**src/rtl/click_press_gen_pkg.sv**
```systemverilog
// Shared definitions for the click-to-keypress generator: FSM states and
// default timing/queue parameters.
package click_press_gen_pkg;

  typedef enum logic [1:0] {
    IDLE  = 2'd0,
    PRESS = 2'd1,
    GAP   = 2'd2
  } state_e;

  localparam int DEF_HOLD_CYCLES = 20;
  localparam int DEF_GAP_CYCLES  = 10;
  localparam int DEF_PEND_MAX    = 3;

  // Larger of two ints, used to size the shared phase timer.
  function automatic int max_int(input int a, input int b);
    return (a > b) ? a : b;
  endfunction

endpackage

```
**src/rtl/click_press_gen_pend_cnt.sv**
```systemverilog
// Saturating queue-depth counter for click requests. A simultaneous
// increment and decrement cancel out, so a full queue never reports a drop
// in that case.
module click_pend_cnt (
  input  logic       clk_i,
  input  logic       rst_i,
  input  logic       inc_i,
  input  logic       dec_i,
  input  logic [2:0] limit_i,
  output logic [2:0] count_o,
  output logic       ovf_o
);

  logic [2:0] count_q, count_d;
  logic       ovf_q, ovf_d;

  // Next count: enqueue up to the limit, drop (and flag) beyond it.
  always_comb begin
    count_d = count_q;
    ovf_d   = 1'b0;
    if (inc_i && !dec_i) begin
      if (count_q < limit_i) count_d = count_q + 3'd1;
      else                   ovf_d   = 1'b1;
    end else if (dec_i && !inc_i && (count_q != 3'd0)) begin
      count_d = count_q - 3'd1;
    end
  end

  // Count and overflow-pulse registers.
  always_ff @(posedge clk_i or posedge rst_i) begin
    if (rst_i) begin
      count_q <= 3'd0;
      ovf_q   <= 1'b0;
    end else begin
      count_q <= count_d;
      ovf_q   <= ovf_d;
    end
  end

  assign count_o = count_q;
  assign ovf_o   = ovf_q;

endmodule

```
**src/rtl/click_press_gen.sv**
```systemverilog
// Turns single-cycle click requests into fixed-length key presses separated
// by a fixed low gap, queueing clicks that arrive while a press is running.
module click_press_gen
  import click_press_gen_pkg::*;
#(
  parameter int HOLD_CYCLES = DEF_HOLD_CYCLES,
  parameter int GAP_CYCLES  = DEF_GAP_CYCLES,
  parameter int PEND_MAX    = DEF_PEND_MAX
) (
  input  logic       clk_i,
  input  logic       rst_i,
  input  logic       click_i,
  output logic       key_o,
  output logic       busy_o,
  output logic [2:0] pending_o,
  output logic       overflow_o
);

  localparam int CW = $clog2(max_int(HOLD_CYCLES, GAP_CYCLES) + 1);
  localparam logic [CW-1:0] HOLD_LD  = CW'(HOLD_CYCLES - 1);
  localparam logic [CW-1:0] GAP_LD   = CW'(GAP_CYCLES - 1);
  localparam logic [2:0]    PEND_LIM = 3'(PEND_MAX);

  state_e        state_q, state_d;
  logic [CW-1:0] cnt_q, cnt_d;
  logic          key_q, key_d;
  logic          busy_q, busy_d;

  logic          last_gap, pend_zero, pend_inc, pend_dec;
  logic [2:0]    pend_cnt;
  logic          pend_ovf;

  // Queue control: clicks while busy are enqueued, except on the last gap
  // cycle with an empty queue where the click launches the next press itself.
  always_comb begin
    last_gap  = (state_q == GAP) && (cnt_q == '0);
    pend_zero = (pend_cnt == 3'd0);
    pend_dec  = last_gap && !pend_zero;
    pend_inc  = click_i && (state_q != IDLE) && !(last_gap && pend_zero);
  end

  // Next state and timer; the single down-counter is reloaded on every
  // state entry and only decremented while non-zero.
  always_comb begin
    state_d = state_q;
    cnt_d   = cnt_q;
    case (state_q)
      IDLE: begin
        if (click_i) begin
          state_d = PRESS;
          cnt_d   = HOLD_LD;
        end
      end
      PRESS: begin
        if (cnt_q == '0) begin
          state_d = GAP;
          cnt_d   = GAP_LD;
        end else begin
          cnt_d = cnt_q - CW'(1);
        end
      end
      GAP: begin
        if (cnt_q == '0) begin
          if (!pend_zero || click_i) begin
            state_d = PRESS;
            cnt_d   = HOLD_LD;
          end else begin
            state_d = IDLE;
            cnt_d   = '0;
          end
        end else begin
          cnt_d = cnt_q - CW'(1);
        end
      end
      default: begin
        state_d = IDLE;
        cnt_d   = '0;
      end
    endcase
    key_d  = (state_d == PRESS);
    busy_d = (state_d != IDLE);
  end

  // State, timer and registered outputs.
  always_ff @(posedge clk_i or posedge rst_i) begin
    if (rst_i) begin
      state_q <= IDLE;
      cnt_q   <= '0;
      key_q   <= 1'b0;
      busy_q  <= 1'b0;
    end else begin
      state_q <= state_d;
      cnt_q   <= cnt_d;
      key_q   <= key_d;
      busy_q  <= busy_d;
    end
  end

  click_pend_cnt u_pend (
    .clk_i   (clk_i),
    .rst_i   (rst_i),
    .inc_i   (pend_inc),
    .dec_i   (pend_dec),
    .limit_i (PEND_LIM),
    .count_o (pend_cnt),
    .ovf_o   (pend_ovf)
  );

  assign key_o      = key_q;
  assign busy_o     = busy_q;
  assign pending_o  = pend_cnt;
  assign overflow_o = pend_ovf;

endmodule
```
**config.mk**
```make
export PLATFORM = sky130hd
export DESIGN_NAME = click_press_gen
export DESIGN_NICKNAME = d
export VERILOG_FILES = /design/src/rtl/click_press_gen_pkg.sv /design/src/rtl/click_press_gen_pend_cnt.sv /design/src/rtl/click_press_gen.sv
export SDC_FILE = /design/constraint.sdc
export NUM_CORES = 1
export LEC_CHECK = 0
export ABC_AREA = 1
export CORE_UTILIZATION = 30
export CTS_CLUSTER_SIZE = 25
export DETAILED_ROUTE_END_ITERATION = 8
export GPL_ROUTABILITY_DRIVEN = 0
export PLACE_DENSITY = 0.51
export SETUP_SLACK_MARGIN = 0.02
export SLEW_MARGIN = 30
export SYNTH_ARGS = -nofsm -noshare
export SYNTH_HDL_FRONTEND = slang
export SYNTH_SLANG_ARGS = --single-unit
```
**constraint.sdc**
```tcl
create_clock -name clk_i -period 3.5 [get_ports clk_i]
set_clock_uncertainty 0.2 [all_clocks]
set_input_delay 0.7 -clock clk_i [delete_from_list [all_inputs] [get_ports clk_i]]
set_output_delay 0.7 -clock clk_i [all_outputs]
set_load 0.1 [all_outputs]
```
==> tab_implementation.tex, run 1 <==
\begin{tabular}{lr}
\hline
Metric & Value \\
\hline
\multicolumn{2}{l}{\textbf{Run status}} \\
\quad Outcome & finished, final reports clean \\
\multicolumn{2}{l}{\textbf{Finish}} \\
\quad Total of fill cells in the finished design & 246 \\
\quad Area of the multi-input gates & 330 µm² \\
\quad Ratio of cells with drive above 1 in the final layout & 23.2\% \\
\quad NumNets Final & 105 \\
\quad Flip-flop and latch area & 325 µm² \\
\quad Antenna fix cells & 0 \\
\quad Post-Route Utilization & 37.7\% \\
\quad Number of non-filler instances in the completed layout & 127 \\
\quad Area overhead of the layout relative to synthesis & 17.7\% \\
\multicolumn{2}{l}{\textbf{Clock network}} \\
\quad Clk slew on worst S/H paths & 80 ps \\
\quad Cells resized by post-CTS repair & 0 \\
\quad Number of buffers on the longest clock path & 2 \\
\quad Cts bufs inserted & 3 \\
\quad Clock Latency Late Sink & 270 ps \\
\quad Post-CTS repair timing setup buffer count & 0 \\
\quad Quantity of hold-fixing buffers added after cts & 0 \\
\quad CTS tree & yes \\
\quad Number of clock sinks & 13 \\
\quad Root cell of the clock tree & sky130\_fd\_sc\_hd\_\_clkbuf\_4 \\
\quad CTS H-tree depth & 1 \\
\multicolumn{2}{l}{\textbf{Setup path}} \\
\quad Required time of the worst setup path & 3470 ps \\
\quad CP startpoint kind & input port \\
\quad Type of the worst setup path & input port to flip-flop \\
\quad Peak fanout along the critical path & 4 \\
\quad Stage delay of the slowest cell on the critical path & 550 ps \\
\quad R2r worst-path depth & 11 \\
\quad Critical Path End Type & flip-flop \\
\quad Reg2reg setup slack & 1560 ps \\
\quad Cells traversed along the worst timing path & clkdlybuf4s50\_1, nand2\_2, inv\_2, nand2\_2, fa\_1, inv\_1, nand2\_1, nand2\_1, nand2\_1, nand2\_1, nand2\_1 \\
\quad CP dominant cell by count & sky130\_fd\_sc\_hd\_\_nand2\_1 \\
\quad Critical R2R Launch & cnt\_q[0]\$\_DFFE\_PP0P\_ \\
\quad Critical path startpoint & click\_i \\
\quad Arrival time worst endpoint & 2180 ps \\
\quad Crit-path slowest cell & sky130\_fd\_sc\_hd\_\_clkdlybuf4s50\_1 \\
\quad Crit Reg-Reg Endpoint & u\_pend.count\_o[2]\$\_DFFE\_PP0P\_ \\
\multicolumn{2}{l}{\textbf{Logic synthesis}} \\
\quad Ys async rst share & 100\% \\
\quad Flip-flop and latch count after synthesis & 13 \\
\quad Most used standard cell by instance count after synthesis & sky130\_fd\_sc\_hd\_\_nand2\_1 \\
\quad Post-synthesis cell type count & 21 \\
\quad Post-synthesis cell count & 87 \\
\quad Part of the Yosys area used for sequential elements & 45.5\% \\
\quad Mean post-synth cell area & 8.23 µm² \\
\quad Mapped Nets & 92 \\
\quad Ys flop type & sky130\_fd\_sc\_hd\_\_dfrtp\_1 \\
\quad Portion of synthesized cell area occupied by the leading cell type & 45.5\% \\
\quad Top cells by area in the synthesized netlist & sky130\_fd\_sc\_hd\_\_dfrtp\_1 45\%, sky130\_fd\_sc\_hd\_\_nand2\_1 7.9\%, sky130\_fd\_sc\_hd\_\_inv\_1 6.3\% \\
\quad Cell accounting for the most synthesized area & sky130\_fd\_sc\_hd\_\_dfrtp\_1 \\
\quad Ranking of synthesized cells by instance count & 15 x sky130\_fd\_sc\_hd\_\_nand2\_1, 13 x sky130\_fd\_sc\_hd\_\_dfrtp\_1, 12 x sky130\_fd\_sc\_hd\_\_inv\_1, 7 x sky130\_fd\_sc\_hd\_\_nor2\_1, 7 x sky130\_fd\_sc\_hd\_\_o21ai\_0 \\
\quad EDFF count, synth & 0 \\
\quad Combined area of all synthesized cells & 716 µm² \\
\quad Synth warn & 0 \\
\multicolumn{2}{l}{\textbf{Floorplanning}} \\
\quad Die boundary width & 50.8 µm \\
\quad Initial cell density of the core & 32.0\% \\
\quad Die Outline Area & 2580 µm² \\
\quad Die Span Y & 50.8 µm \\
\quad Core area & 2230 µm² \\
\quad Num ports & 9 \\
\quad Rows & 17 \\
\multicolumn{2}{l}{\textbf{STA}} \\
\quad Share of the clock period used by the worst path & 63.0\% \\
\quad Maximum operating frequency & 0.454 GHz \\
\quad Slew at the pin closest to its max-slew limit & 500 ps \\
\quad Setup repair after global routing missed its margin & false \\
\quad Summed negative setup slack over all endpoints & 0 ps \\
\quad Final Hold Vio Count & 0 \\
\quad Max transition margin & 66.6\% \\
\quad Period minus WS final & 2200 ps \\
\quad Count of endpoints failing setup in the final report & 0 \\
\quad Max-slew violation count & 0 \\
\multicolumn{2}{l}{\textbf{Routing}} \\
\quad DR DRC count & 0 \\
\quad Drt via density & 4.48 \\
\quad Detail-routed net length per standard cell & 10.6 µm \\
\quad Drt initial violations & 5 \\
\quad Number of vias after detailed routing & 569 \\
\quad Post-detailed-routing wire length & 1.35 mm \\
\quad Antenna-violating nets left & 0 \\
\quad First drt pass iteration count & 2 \\
\multicolumn{2}{l}{\textbf{Run}} \\
\quad Max-cap viol count & 0 \\
\multicolumn{2}{l}{\textbf{Worst hold path}} \\
\quad Path category of the worst min-delay check & flip-flop to flip-flop \\
\quad Worst hold path stage count & 2 \\
\quad HP Start & u\_pend.count\_o[2]\$\_DFFE\_PP0P\_ \\
\quad End of the worst hold path & u\_pend.count\_o[2]\$\_DFFE\_PP0P\_ \\
\multicolumn{2}{l}{\textbf{Global route}} \\
\quad Remaining global-route overflow & 0 \\
\quad Total GRT Usage & 13.4\% \\
\quad Number of antenna violations at the first check in global routing & 0 \\
\quad Wire length of the first global-routing pass & 2.49 mm \\
\quad Number of global-route vias before repair & 570 \\
\quad Largest net degree at the start of global routing & 14 \\
\multicolumn{2}{l}{\textbf{Placed design}} \\
\quad Placed Instances & 123 \\
\quad DP HPWL & 1.05 mm \\
\quad Port bufs & 8 \\
\hline
\end{tabular}
per-stage QoR:
| stage | cell area, µm² | hold slack, ps | setup slack [ps] |
|---|---|---|---|
| 2_1_floorplan | 716 | 352 | 1520 |
| 3_3_place_gp | 816 | 310 | 1010 |
| 3_5_place_dp | 816 | 319 | 995 |
| 4_1_cts | 842 | 338 | 1300 |
| 5_1_grt | 842 | 392 | 1130 |
| 6_report | 842 | 334 | 1300 |
metal layers:
metal | track usage (%) | wire length, µm
met5 | 0 | 0
met4 | 6.94 | 27
met3 | 2.68 | 32
met2 | 20.4 | 581
met1 | 17.9 | 708
cells by family after synthesis:
group | share of synthesized area [%]
AND/OR/NAND/NOR | 29.4
buffers and inverters | 8.39
AO/OA/AOI/OAI | 11.0
flip-flops | 45.5
adder cells (fa/ha/maj) | 4.55
XOR/XNOR | 1.22
critical path: cells and delay by family:
family	cells	cell delay, ps
buffers and inverters	3	690
adder cells (fa/ha/maj)	1	380
AND/OR/NAND/NOR	7	420
state kept, by name (all words and copies together) (netlist names):
signal,count
key_o,1
u_pend.count_o,3
busy_o,1
state_q,2
u_pend.ovf_o,1
cnt_q,5
final cells by class:
type | count | area share [%]
multi-input combinational | 58 | 39.2
sequential | 13 | 38.6
timing repair buffer | 8 | 7.73
inverter | 16 | 7.13
tap | 28 | 4.16
clock buffer | 4 | 3.12
worst max-delay path by stage:
stage                                     to  slack (ps)  cells after the start
2_1_floorplan  u_pend.count_o[2]$_DFFE_PP0P_        1520                      7
3_3_place_gp   u_pend.count_o[2]$_DFFE_PP0P_        1010                     11
3_5_place_dp   u_pend.count_o[2]$_DFFE_PP0P_         990                     11
4_1_cts        u_pend.count_o[2]$_DFFE_PP0P_        1300                     11
5_1_grt        u_pend.count_o[2]$_DFFE_PP0P_        1130                     11
6_report       u_pend.count_o[2]$_DFFE_PP0P_        1300                     11
cells in the final DEF (no fill, tap or decap):
cell type,instances
sky130_fd_sc_hd__nand2_1,15
sky130_fd_sc_hd__dfrtp_1,13
sky130_fd_sc_hd__inv_1,12
sky130_fd_sc_hd__nor2_1,7
sky130_fd_sc_hd__o21ai_0,7
sky130_fd_sc_hd__a21oi_1,6
sky130_fd_sc_hd__buf_4,6
sky130_fd_sc_hd__nand2_2,4
sky130_fd_sc_hd__inv_2,4
sky130_fd_sc_hd__nand3_1,4
sky130_fd_sc_hd__clkbuf_4,3
sky130_fd_sc_hd__nor2_2,2
sky130_fd_sc_hd__nor2_4,2
sky130_fd_sc_hd__nand4_1,2
sky130_fd_sc_hd__clkdlybuf4s50_1,2
sky130_fd_sc_hd__nand4_2,1
sky130_fd_sc_hd__o22ai_1,1
sky130_fd_sc_hd__nand3b_1,1
sky130_fd_sc_hd__o211ai_1,1
sky130_fd_sc_hd__nand3_2,1
sky130_fd_sc_hd__xor2_1,1
sky130_fd_sc_hd__nor3_1,1
sky130_fd_sc_hd__fa_1,1
sky130_fd_sc_hd__ha_1,1
sky130_fd_sc_hd__clkbuf_1,1
Power of run 1 is left out: the tool's default activity adds up to more than one toggle a clock period on the data nets, which glitch-free logic cannot reach.
==> run 2: changes to the inputs <==
Settings changed: PLACE_DENSITY 0.51 to 0.53.
Clock period 3.5 ns to 1.9 ns, I/O delays scaled along.
==> run 2 against run 1 <==
Effect of this change:
- critical path depth shrank 4
- global-route usage is essentially flat
- core utilization grew 10 points
- clock-buffer cell count shrank 1
- critical endpoint is now u_pend.count_o[1]$_DFFE_PP0P_
- highest routed layer unchanged
==> tab_implementation.tex, run 2 (synthesis results as in run 1) <==
\begin{tabular}{lr}
\hline
Metric & Value \\
\hline
\multicolumn{2}{l}{\textbf{Run status}} \\
\quad Outcome & finished, final reports clean (unchanged) \\
\multicolumn{2}{l}{\textbf{Finish}} \\
\quad Area of the multi-input gates & 369 µm² (was 330 µm²) \\
\quad NumNets Final & 119 (was 105) \\
\quad Area overhead of the layout relative to synthesis & 49.5\% (was 17.7\%) \\
\quad Largest register by flop count & cnt\_q (unchanged) \\
\quad Most common library cell in the layout ignoring fill and taps & sky130\_fd\_sc\_hd\_\_buf\_4 (was sky130\_fd\_sc\_hd\_\_nand2\_1) \\
\quad Antenna fix cells & 0 (unchanged) \\
\quad Ratio of cells with drive above 1 in the final layout & 44.2\% (was 23.2\%) \\
\quad Commonest cells after routing, fill and taps aside & 14 x sky130\_fd\_sc\_hd\_\_buf\_4, 13 x sky130\_fd\_sc\_hd\_\_nand2\_1, 9 x sky130\_fd\_sc\_hd\_\_inv\_1, 9 x sky130\_fd\_sc\_hd\_\_dfrtp\_1 (was 15 x sky130\_fd\_sc\_hd\_\_nand2\_1, 13 x sky130\_fd\_sc\_hd\_\_dfrtp\_1, 12 x sky130\_fd\_sc\_hd\_\_inv\_1) \\
\quad Flip-flop and latch area & 330 µm² (was 325 µm²) \\
\quad Finished Cell Area & 1070 µm² (was 842 µm²) \\
\quad Number of flip-flops under the largest register name & 5 (unchanged) \\
\quad Total of fill cells in the finished design & 216 (was 246) \\
\multicolumn{2}{l}{\textbf{Setup path}} \\
\quad Reg2reg setup slack & 90 ps (was 1560 ps) \\
\quad Peak fanout along the critical path & 3 (was 4) \\
\quad Crit-path slowest cell & sky130\_fd\_sc\_hd\_\_dfrtp\_2 (was sky130\_fd\_sc\_hd\_\_clkdlybuf4s50\_1) \\
\quad Buffers and inverters on the worst path & 1 (was 3) \\
\quad CP startpoint kind & flip-flop (was input port) \\
\quad Arrival time worst endpoint & 1790 ps (was 2180 ps) \\
\quad Cells traversed along the worst timing path & buf\_4, nor2\_4, nand4\_4, nand2\_2, fa\_2, nand2\_1, nand2\_1 (was clkdlybuf4s50\_1, nand2\_2, inv\_2, nand2\_2, fa\_1, inv\_1, nand2\_1, nand2\_1, nand2\_1, nand2\_1, nand2\_1) \\
\quad CP dominant cell by count & sky130\_fd\_sc\_hd\_\_nand2\_1 (unchanged) \\
\quad Critical Path End Type & flip-flop (unchanged) \\
\quad Required time of the worst setup path & 1880 ps (was 3470 ps) \\
\quad Type of the worst setup path & flip-flop to flip-flop (was input port to flip-flop) \\
\quad Largest delay share family, worst path & simple AND/OR/NAND/NOR gates (was buffers and inverters) \\
\quad Stage delay of the slowest cell on the critical path & 450 ps (was 550 ps) \\
\multicolumn{2}{l}{\textbf{Global route}} \\
\quad Remaining global-route overflow & 0 (unchanged) \\
\quad Largest net degree at the start of global routing & 14 (unchanged) \\
\quad Number of global-route vias before repair & 605 (was 570) \\
\quad Number of antenna violations at the first check in global routing & 0 (unchanged) \\
\quad Total GRT Usage & 13.4\% (about the same) \\
\quad Wire length of the first global-routing pass & 2.62 mm (was 2.49 mm) \\
\multicolumn{2}{l}{\textbf{Floorplanning}} \\
\quad Num ports & 9 (unchanged) \\
\quad Die Outline Area & 2580 µm² (unchanged) \\
\quad Die boundary width & 50.8 µm (unchanged) \\
\quad Rows & 17 (unchanged) \\
\quad Die Span Y & 50.8 µm (unchanged) \\
\quad Core area & 2230 µm² (unchanged) \\
\quad Initial cell density of the core & 32.0\% (unchanged) \\
\multicolumn{2}{l}{\textbf{STA}} \\
\quad Count of endpoints failing setup in the final report & 0 (unchanged) \\
\quad Final Hold Vio Count & 0 (unchanged) \\
\quad Share of the clock period used by the worst path & 95.3\% \\
\quad Max-slew violation count & 0 (unchanged) \\
\quad Period minus WS final & 1810 ps \\
\quad Worst hold slack & 214 ps (was 334 ps) \\
\quad Maximum operating frequency & 0.553 GHz \\
\quad Slew at the pin closest to its max-slew limit & 495 ps (was 500 ps) \\
\quad Max transition margin & 67.0\% (was 66.6\%) \\
\multicolumn{2}{l}{\textbf{Clock network}} \\
\quad Clk slew on worst S/H paths & 100 ps (was 80 ps) \\
\quad Number of clock sinks & 13 (unchanged) \\
\quad Number of buffers on the longest clock path & 2 (unchanged) \\
\quad Clock Latency Late Sink & 280 ps (was 270 ps) \\
\quad Cts bufs inserted & 3 (unchanged) \\
\quad Quantity of hold-fixing buffers added after cts & 0 (unchanged) \\
\quad CTS H-tree depth & 1 (unchanged) \\
\quad CTS tree & yes (unchanged) \\
\quad Root cell of the clock tree & sky130\_fd\_sc\_hd\_\_clkbuf\_4 (unchanged) \\
\multicolumn{2}{l}{\textbf{Routing}} \\
\quad Post-detailed-routing wire length & 1.58 mm (was 1.35 mm) \\
\quad Antenna-violating nets left & 0 (unchanged) \\
\quad DR DRC count & 0 (unchanged) \\
\quad Detail-routed net length per standard cell & 11.2 µm (was 10.6 µm) \\
\quad Drt via density & 4.69 (was 4.48) \\
\quad Number of vias after detailed routing & 661 (was 569) \\
\quad First drt pass iteration count & 4 (was 2) \\
\quad Drt initial violations & 12 (was 5) \\
\multicolumn{2}{l}{\textbf{Run}} \\
\quad Max-cap viol count & 0 (unchanged) \\
\multicolumn{2}{l}{\textbf{Placed design}} \\
\quad Instance area at placement & 931 µm² (was 816 µm²) \\
\quad DP HPWL & 1.12 mm (was 1.05 mm) \\
\quad Port bufs & 8 (unchanged) \\
\multicolumn{2}{l}{\textbf{Worst hold path}} \\
\quad Path category of the worst min-delay check & input port to async pin (was flip-flop to flip-flop) \\
\hline
\end{tabular}
[run 2: cell count changes in the layout (fill, tap and decap cells not counted), sizes merged]
cell | previous run | this run
clkbuf | 4 | 3
buf | 6 | 20
dlymetal6s2s | 0 | 1
clkinv | 0 | 1
clkdlybuf4s50 | 2 | 1
[run 2: area by class of cell]
| class | count | share of cell area [%] |
|---|---|---|
| sequential | 13 | 30.9 |
| timing repair buffer | 22 | 23.2 |
| multi-input combinational | 58 | 34.5 |
| inverter | 16 | 5.61 |
| clock buffer | 3 | 2.11 |
| tap | 28 | 3.27 |
| clock inverter | 1 | 0.468 |
[run 2: worst register-to-register path, delay by kind of cell (launching register included)]
kind / cells / cell delay [ps]
buffers and inverters: 1 / 160
and+or+nand+nor: 5 / 470
adders and majority gates: 1 / 430
DFF: 1 / 450
[run 2: timing repair]
action / in CTS / in global routing
setup buffers: 1 / 8
pin swaps: 0 / 6
setup endpoints to repair: 1 / 2
resized for setup: 0 / 14
[run 2: worst paths after layout]
kind,from,end,depth (start not counted)
hold reg to reg,u_pend.count_o[0]$_DFFE_PP0P_,u_pend.count_o[0]$_DFFE_PP0P_,1
max in group asynchronous,rst_i,u_pend.count_o[0]$_DFFE_PP0P_,2
setup / recovery,state_q[0]$_DFF_PP0_,u_pend.count_o[1]$_DFFE_PP0P_,7
setup reg to reg,state_q[0]$_DFF_PP0_,u_pend.count_o[1]$_DFFE_PP0P_,7
min in group clk_i,u_pend.count_o[0]$_DFFE_PP0P_,u_pend.count_o[0]$_DFFE_PP0P_,1
hold / removal,rst_i,key_o$_DFF_PP0_,2
[run 2: through the flow]
| step | std cells | setup slack [ps] | TNS [ps] | util, % |
|---|---|---|---|---|
| 3_3_place_gp | 128 | -163 | -248 | 41.7 |
| 2_1_floorplan | 87 | 29.1 | 0 | - |
| 5_1_grt | 141 | -15.1 | -15.1 | 47.9 |
| 4_1_cts | 133 | 36.0 | 0 | 43.2 |
| 6_report | 141 | 90.2 | 0 | 47.9 |
| 3_5_place_dp | 128 | -200 | -252 | 41.7 |
[run 2: per-layer routing]
metal / wire [µm] / vias up / track usage (%)
li1: - / 331 / -
met1: 785 / 313 / 18.2
met2: 738 / 13 / 22.7
met3: 29 / 4 / 1.79
met4: 29 / 0 / 2.78
met5: 0 / - / 0
Power of run 2 is left out for the same reason.
==> run 3: changes to the inputs <==
Settings changed: SKIP_LAST_GASP from default to 1.
==> results of run 3 <==
The final DEF is identical to that of run 2; final timing and power are the same.
Power of run 3 is left out for the same reason.
==> variant: new RTL, settings of run 2 <==
Change the package constant `DEF_HOLD_CYCLES` from 20 to 30.
--- a/src/rtl/click_press_gen_pkg.sv
+++ b/src/rtl/click_press_gen_pkg.sv
@@ -8,7 +8,7 @@
     GAP   = 2'd2
   } state_e;
 
-  localparam int DEF_HOLD_CYCLES = 20;
+  localparam int DEF_HOLD_CYCLES = 30;
   localparam int DEF_GAP_CYCLES  = 10;
   localparam int DEF_PEND_MAX    = 3;
 
Function: no difference found for any inputs over 10 cycles, from zero or initial values and one cycle with rst_i high; that may be too few to reach the edited logic, so the function may still have changed.
==> variant against run 2 <==
Wire length grew 0.32%; design area shrank 5.7%; area after synthesis grew 1.9%; final cell count shrank 1.4%; sequential cell count is the same; worst setup slack lost 0.012 ns.
Power is left out: the tool's default activity adds up to more than one toggle a clock period on the data nets, which glitch-free logic cannot reach.
==> variant: results (changes against run 2) <==
status=completed; Syn Nets=95 (+3.3%); Via Count=673 (+1.8%); Num CTS Buffers=3 (unchanged); # port buffers=8 (unchanged); slowest stage delay, CP=0.48 ns (+0.03 ns); layout cells sized above 1=27.9% (-16 points); initial DRC count=16 (+4); synth warn=0 (unchanged); H-tree lvl count=1 (unchanged); Root Driver=clkbuf_4; initial antenna violation count=0 (unchanged); DP Wirelength=1.19 mm (+6.2%); ANT cells=0 (unchanged); first-pass GRT wire length=2.75 mm (+5.3%); Syn Inst Count=90 (+3.4%); full die area=0.00263 mm2 (+1.9%); DP Area=976 um2 (+4.8%); Routed Wire Length=1.59 mm (+0.32%); Synth Flop Type=dfrtp_1; max-slew violation count=0 (unchanged); slew of the pin with the lowest slew margin=0.509 ns (+0.0145 ns); clock buffer depth=2 (unchanged); sequential fraction of the synthesis area=44.6% (-0.86 points); crit path max fanout=2 (-1); Worst Hold Class=in -> async; largest net degree at the start of global routing=14 (unchanged); Async SR Flop Fraction=100% (unchanged); Largest Register=cnt_q; Post-synth top cells=inv_1, nand2_1, dfrtp_1; max reg flops=5 (unchanged); largest cells by area after synthesis=dfrtp_1, inv_1, nand2_1; Total GRT Usage=13.9% (+0.57 points); Reg clk slew, reported paths=0.09 ns; clk_lat worst skew=0.27 ns; Final #Nets=117 (-1.7%); DR DRC count=0 (unchanged); router iterations before antenna repair=4 (unchanged); WP data arrival=1.83 ns (+0.04 ns); Filler cells=239 (+11%); highest-delay cell along the critical path=clkdlybuf4s50_1; Distinct cells, synth=22 (+4.8%); CP top delay family=simple AND/OR/NAND/NOR gates
==> variant: changes by cell type after synthesis, moves of 2 or more <==
cell	delta
inv_1	+4
inv_2	-4
a21oi_1	-3
nand2_2	-2
nor2_2	+2
nor2_4	-2
o21ai_1	+2
==> variant: area by class of cell <==
| cell class | count | area, um2 | share of cell area, % |
|---|---|---|---|
| well taps | 28 | 35.0 | 3.47 |
| clock buffers | 4 | 26.3 | 2.61 |
| multi-input cells | 61 | 349 | 34.6 |
| inverters | 16 | 60.1 | 5.96 |
| flip-flops and latches | 13 | 330 | 32.8 |
| repair buffers | 17 | 208 | 20.6 |
==> variant: per-layer routing <==
layer | wire (um) | part of all wire (%) | GRT usage (%) | up-vias
met5 | 0 | 0 | 0 | -
li1 | - | - | - | 341
met3 | 62 | 3.9 | 2.08 | 0
met1 | 769 | 48 | 17.7 | 316
met2 | 755 | 48 | 24.3 | 16
met4 | 0 | 0 | 4.05 | 0
==> variant: path summary, 6_finish.rpt <==
| path | from | end | slack, ns | depth (start not counted) |
|---|---|---|---|---|
| max | click_i | u_pend.count_o[2]$_DFFE_PP0P_ | 0.08 | 9 |
| min in group clk_i | cnt_q[0]$_DFFE_PP0P_ | cnt_q[0]$_DFFE_PP0P_ | 0.34 | 2 |
| max reg2reg | cnt_q[0]$_DFFE_PP0P_ | u_pend.count_o[2]$_DFFE_PP0P_ | 0.11 | 9 |
| max in group asynchronous | rst_i | u_pend.count_o[2]$_DFFE_PP0P_ | 0.90 | 2 |
| min reg2reg | cnt_q[0]$_DFFE_PP0P_ | cnt_q[0]$_DFFE_PP0P_ | 0.34 | 2 |
| min | rst_i | cnt_q[1]$_DFFE_PP0P_ | 0.23 | 2 |
==> variant: kinds of logic after synthesis <==
logic type | Yosys count | synth area share, %
flops | 13 | 44.6
xor+xnor | 2 | 2.40
compound gates | 18 | 14.4
buf+inv | 16 | 8.23
fa+ha+maj | 2 | 4.46
simple gates | 39 | 25.9
==> variant: stage by stage <==
stage          TNS (ns)  instances  hold WS [ns]  setup slack [ns]  utilization (%)
2_1_floorplan         0         90        0.0568             0.100                -
3_3_place_gp     -0.326        135         0.315            -0.221             43.3
3_5_place_dp     -0.378        135         0.316            -0.259             43.3
4_1_cts               0        139         0.251            0.0338             44.5
5_1_grt        -0.00390        139         0.293          -0.00390             44.7
6_report              0        139         0.234            0.0778             44.7
==> variant: timing repair <==
action,in CTS,in global routing
resized for setup,0,3
endpoints found under the setup margin,0,2
setup buffers,0,0
